--- src/rtl/alu_operand_fetch.sv ---
// Operand-fetch stage in front of the ALU. It decodes the instruction word,
// reads the local 4x16 register file with write-through bypass from
// writeback, and hands operands downstream through a 2-entry skid buffer.
module alu_operand_fetch #(
  parameter int unsigned DATA_W   = 16,
  parameter int unsigned NUM_REGS = 4
) (
  input  logic                        i_clk,
  input  logic                        i_rst_n,
  input  logic                        i_instr_valid,
  output logic                        o_instr_ready,
  input  logic [15:0]                 i_instr,
  input  logic                        i_wr_en,
  input  logic [$clog2(NUM_REGS)-1:0] i_wr_addr,
  input  logic [DATA_W-1:0]           i_wr_data,
  output logic                        o_valid,
  input  logic                        i_ready,
  output logic [3:0]                  o_opcode,
  output logic                        o_shift_dir,
  output logic [DATA_W-1:0]           o_data1,
  output logic [DATA_W-1:0]           o_data2,
  output logic [$clog2(NUM_REGS)-1:0] o_dest
);

  localparam int unsigned ADDR_W = $clog2(NUM_REGS);
  localparam int unsigned OP_W   = 4;

  // Skid-buffer occupancy states
  localparam logic [1:0] ST_EMPTY = 2'd0;
  localparam logic [1:0] ST_ONE   = 2'd1;
  localparam logic [1:0] ST_FULL  = 2'd2;

  typedef struct packed {
    logic [OP_W-1:0]   opcode;
    logic              shift_dir;
    logic [DATA_W-1:0] data1;
    logic [DATA_W-1:0] data2;
    logic [ADDR_W-1:0] dest;
  } entry_t;

  logic [1:0]        state_q, state_d;
  logic              valid_q, valid_d;
  logic              ready_q, ready_d;
  entry_t            out_q, out_d;
  entry_t            skid_q, skid_d;
  logic [DATA_W-1:0] rf_q [NUM_REGS];

  logic              accept_c;
  logic              consume_c;
  logic [ADDR_W-1:0] ra_c;
  logic [ADDR_W-1:0] rb_c;
  logic              imm_sel_c;
  logic [DATA_W-1:0] rd1_c;
  logic [DATA_W-1:0] rd2_c;
  entry_t            dec_c;

  assign accept_c  = i_instr_valid & ready_q;
  assign consume_c = valid_q & i_ready;

  // Field extraction and register read with bypass from the writeback port
  always_comb begin
    ra_c      = ADDR_W'(i_instr[9:8]);
    rb_c      = ADDR_W'(i_instr[1:0]);
    imm_sel_c = i_instr[11];
    rd1_c     = rf_q[ra_c];
    rd2_c     = rf_q[rb_c];
    if (i_wr_en && (i_wr_addr == ra_c)) rd1_c = i_wr_data;
    if (i_wr_en && (i_wr_addr == rb_c)) rd2_c = i_wr_data;
    dec_c.opcode    = OP_W'(i_instr[15:12]);
    dec_c.shift_dir = i_instr[10];
    dec_c.data1     = rd1_c;
    dec_c.data2     = imm_sel_c ? DATA_W'(i_instr[7:0]) : rd2_c;
    dec_c.dest      = ra_c;
  end

  // Skid-buffer next state and entry movement
  always_comb begin
    state_d = state_q;
    out_d   = out_q;
    skid_d  = skid_q;
    unique case (state_q)
      ST_EMPTY: begin
        if (accept_c) begin
          out_d   = dec_c;
          state_d = ST_ONE;
        end
      end
      ST_ONE: begin
        if (accept_c && consume_c) begin
          out_d = dec_c;
        end else if (accept_c) begin
          skid_d  = dec_c;
          state_d = ST_FULL;
        end else if (consume_c) begin
          state_d = ST_EMPTY;
        end
      end
      ST_FULL: begin
        if (consume_c) begin
          out_d   = skid_q;
          state_d = ST_ONE;
        end
      end
      default: state_d = ST_EMPTY;
    endcase
    valid_d = (state_d != ST_EMPTY);
    ready_d = (state_d != ST_FULL);
  end

  // State, handshake flags and held entries
  always_ff @(posedge i_clk or negedge i_rst_n) begin
    if (!i_rst_n) begin
      state_q <= ST_EMPTY;
      valid_q <= 1'b0;
      ready_q <= 1'b1;
      out_q   <= '0;
      skid_q  <= '0;
    end else begin
      state_q <= state_d;
      valid_q <= valid_d;
      ready_q <= ready_d;
      out_q   <= out_d;
      skid_q  <= skid_d;
    end
  end

  // Register file, written by writeback regardless of handshake state
  always_ff @(posedge i_clk or negedge i_rst_n) begin
    if (!i_rst_n) begin
      for (int unsigned i = 0; i < NUM_REGS; i++) rf_q[i] <= '0;
    end else if (i_wr_en) begin
      rf_q[i_wr_addr] <= i_wr_data;
    end
  end

  assign o_valid       = valid_q;
  assign o_instr_ready = ready_q;
  assign o_opcode      = out_q.opcode;
  assign o_shift_dir   = out_q.shift_dir;
  assign o_data1       = out_q.data1;
  assign o_data2       = out_q.data2;
  assign o_dest        = out_q.dest;

endmodule

--- config.mk ---
export PLATFORM = sky130hd
export DESIGN_NAME = alu_operand_fetch
export DESIGN_NICKNAME = d
export VERILOG_FILES = /design/src/rtl/alu_operand_fetch.sv
export SDC_FILE = /design/constraint.sdc
export NUM_CORES = 1
export LEC_CHECK = 0
export ABC_AREA = 1
export ABC_CLOCK_PERIOD_IN_PS = 4800
export BUFFER_PORTS_ARGS = -buffer_cell sky130_fd_sc_hd__buf_4
export CELL_PAD_IN_SITES_DETAIL_PLACEMENT = 1
export CELL_PAD_IN_SITES_GLOBAL_PLACEMENT = 2
export CORE_AREA = 4 4 162 164
export CTS_BUF_LIST = sky130_fd_sc_hd__clkbuf_4 sky130_fd_sc_hd__clkbuf_8 sky130_fd_sc_hd__clkbuf_16
export CTS_CLUSTER_DIAMETER = 150
export DETAILED_ROUTE_END_ITERATION = 7
export DIE_AREA = 0 0 166 168
export GPL_TIMING_DRIVEN = 0
export HOLD_SLACK_MARGIN = 0.03
export PLACE_DENSITY_LB_ADDON = 0.1
export SLEW_MARGIN = 25
export SYNTH_ARGS = -nofsm -noshare
export SYNTH_HDL_FRONTEND = slang
export SYNTH_SLANG_ARGS = --single-unit
export TNS_END_PERCENT = 10
--- constraint.sdc ---
create_clock -name i_clk -period 4.8 [get_ports i_clk]
set_clock_uncertainty 0.1 [all_clocks]
set_input_delay 1.2 -clock i_clk [delete_from_list [all_inputs] [get_ports i_clk]]
set_output_delay 1.2 -clock i_clk [all_outputs]
set_load 0.02 [all_outputs]
==> results.sh <==
export IMPL_relSlewSlack_pct=44.2
export IMPL_cts_resized_gates=0
export IMPL_ys_seq_area_share_pct=49.9
export IMPL_overflow=0
export IMPL_fin_crit_ns=2.72
export IMPL_antenna_left=0
export IMPL_avgSynthCellArea_um2=7.52
export IMPL_core_area_um2=24900
export IMPL_cts_setup_buffers=0
export IMPL_reg2reg_to="o_data1[0]"
export IMPL_tritoncts="yes"
export IMPL_ctsHoldBuffers=0
export IMPL_globalplace_congestion=0.776
export IMPL_crit_end="o_data1[11]"
export IMPL_reg2reg_depth=8
export IMPL_gr_usage_all_layers_pct=21.0
export IMPL_leakagePower_uw=0.00430
export IMPL_ys_types=28
export IMPL_setup_viol=0
export IMPL_clk_pin_slew_ns=0.07
export IMPL_max_clock_freq_ghz=0.367
export IMPL_wl_per_cell_um=20.3
export IMPL_rows=58
export IMPL_startpoint_type="input pin"
export IMPL_dieArea_um2=27900
export IMPL_clock_insertion_delay_worst_skew_ns=0.43
export IMPL_hold_viol_final=0
export IMPL_cts_root_buf="clkbuf_16"
export IMPL_period_share_pct=56.7
export IMPL_die_w_um=166
export IMPL_antenna_found_initial=0
export IMPL_r2r_start="state_q[1]"
export IMPL_die_y_um=168
export IMPL_cp_max_fo=10
export IMPL_cp_required_ns=5.07
export IMPL_clock_path_buffers=2
export IMPL_io_buffers=75
export IMPL_cts_inserted_buffers=17
export IMPL_synth_seq_cells=146
export IMPL_via_count=7086
export IMPL_powerDensity_nw_per_um2=574
export IMPL_dpl_cell_count=1380
export IMPL_area_delta_synth_final_pct=21.3
export IMPL_cts_htree_levels=4
export IMPL_synth_area_um2=7330
export IMPL_fin_nets=1108
export IMPL_finalSetupTns_ns=0
export IMPL_crit_arrival_ns=2.99
export IMPL_postLayoutCellArea_um2=8890
export IMPL_timing_worst_setup_path_type="input pin to flop"
export IMPL_ir_drop_v=0.000186
export IMPL_rsz0062_at_grt="no"
export IMPL_routed_wl_um=28700
export IMPL_drt_iter0_drc=477
export IMPL_status="completed"
export IMPL_floorplan_initialDensity_pct=29.4
export IMPL_cp_startpoint="i_instr[9]"
export IMPL_grt_max_degree=82
export IMPL_hold_path_class="flop to flop"
export IMPL_slew_violations=0
export IMPL_drc=0
export IMPL_cap_viol_max_count=0
export IMPL_clock_sinks=146
export IMPL_ys_warn_count=0
export IMPL_r2r_slack_ns=2.86
export IMPL_io_pins=80
export IMPL_placed_area_um2=8340
export IMPL_final_layout_size_suffix_gt1_share_pct=13.9
export IMPL_cp_end_kind="flop"
export IMPL_avgViaCountPerCell=5.02
export IMPL_grt_pass1_vias=7440
export IMPL_syn_inst=974
export IMPL_synth_nets=1013
export IMPL_grt_pass1_wl_um=45100
export IMPL_diodes=0
export IMPL_drt_first_pass_iters=5
export IMPL_dp_hpwl_um=20800
export IMPL_fillers=3070
export IMPL_instances_no_fill=1412
export IMPL_worst_pin_slew_ns=0.836
==> routing by layer <==
layer,wire [um],track usage (%),vias up
li1,-,-,3393
met5,0,0,-
met1,13400,28.4,3527
met3,870,2.91,23
met2,14000,35.7,143
met4,428,5.20,0
==> placed cells by master (no fill, tap or decap) <==
cell type,count
nor3_4,1
clkbuf_16,17
o21ai_1,10
buf_1,4
nor2_2,1
dfstp_2,1
nor2_4,1
nand3_1,100
nand2_1,265
a31oi_1,32
nand2_2,1
clkinvlp_4,4
o21ai_0,113
nand3_4,1
or2_2,1
buf_16,1
nand4_1,8
o22ai_1,13
o211ai_1,1
inv_1,38
a21oi_4,1
buf_6,3
a21oi_1,22
buf_2,19
nand2_4,1
buf_4,76
dfrtp_1,145
o21ai_2,1
inv_2,8
inv_6,9
buf_8,1
clkbuf_1,35
clkbuf_4,1
clkinv_4,1
nor2_1,146
==> cells in the mapped netlist, drive strengths merged <==
cell	n	area, um2
buf	28	159
clkbuf	35	131
a31oi	32	200
dfrtp	145	3630
nand2	267	1010
or2	1	6.26
nor2	148	566
a21oi	23	126
inv	46	173
o21ai	124	624
dfstp	1	26.3
o211ai	1	7.51
nand3	101	518
nor3	1	16.3
nand4	8	50.1
o22ai	13	81.3
==> metrics by stage <==
stage	util, %	setup slack, ns	hold WS, ns	total power (uW)
6_report	35.7	2.08	0.373	5100
5_1_grt	35.7	1.98	0.405	5510
4_1_cts	35.7	2.09	0.376	5180
3_5_place_dp	33.5	1.64	0.359	3870
3_3_place_gp	33.4	1.55	0.355	3830
2_1_floorplan	-	2.39	0.342	3090
==> final cells by class <==
| cell class | instances | area [um2] | area share [%] |
|---|---|---|---|
| sequential | 146 | 3650 | 41.1 |
| clock buffer | 18 | 433 | 4.87 |
| clock inverter | 14 | 118 | 1.32 |
| multi-input combinational | 719 | 3210 | 36.1 |
| buffer | 63 | 290 | 3.27 |
| timing repair buffer | 76 | 598 | 6.73 |
| tap | 330 | 413 | 4.65 |
| inverter | 46 | 173 | 1.94 |
==> report_power, final <==
| group | internal, uW | total [uW] | switching, uW | leakage, uW |
|---|---|---|---|---|
| Sequential | 1660 | 1910 | 251 | 0.00178 |
| Clock | 683 | 1300 | 614 | 0.000260 |
| Combinational | 675 | 1890 | 1210 | 0.00226 |
==> critical path, stage by stage <==
cell and delay, ns:
buf_2 0.19, inv_2 0.19, clkbuf_1 0.51, o21ai_0 0.23
o22ai_1 0.32, nand2_1 0.14, nand3_1 0.09, nand2_1 0.07
nand2_1 0.05
==> registers in the layout (all words and copies together), names as in the netlist <==
name and cells:
rf_q 64, skid_q 39, o_data1 16, o_data2 16, o_opcode 4, o_dest 2
state_q 2, o_instr_ready 1, o_shift_dir 1, o_valid 1
==> worst min path at each step <==
| stage | start | end | slack [ns] | cells past startpoint |
|---|---|---|---|---|
| floorplan | skid_q[34] | skid_q[34] | 0.34 | 2 |
| global placement | skid_q[38] | skid_q[38] | 0.36 | 2 |
| detailed placement | skid_q[38] | skid_q[38] | 0.36 | 2 |
| CTS | skid_q[38] | skid_q[38] | 0.38 | 2 |
| global route | rf_q[33] | rf_q[33] | 0.41 | 2 |
| finish | skid_q[38] | skid_q[38] | 0.37 | 2 |
==> cell families after synthesis <==
family	count (synthesis)	share of synthesized area (%)
AO/OA/AOI/OAI	193	14.2
buffers and inverters	109	6.32
flip-flops	146	49.9
AND/OR/NAND/NOR	526	29.6
Power figures use the tool's default switching activity.
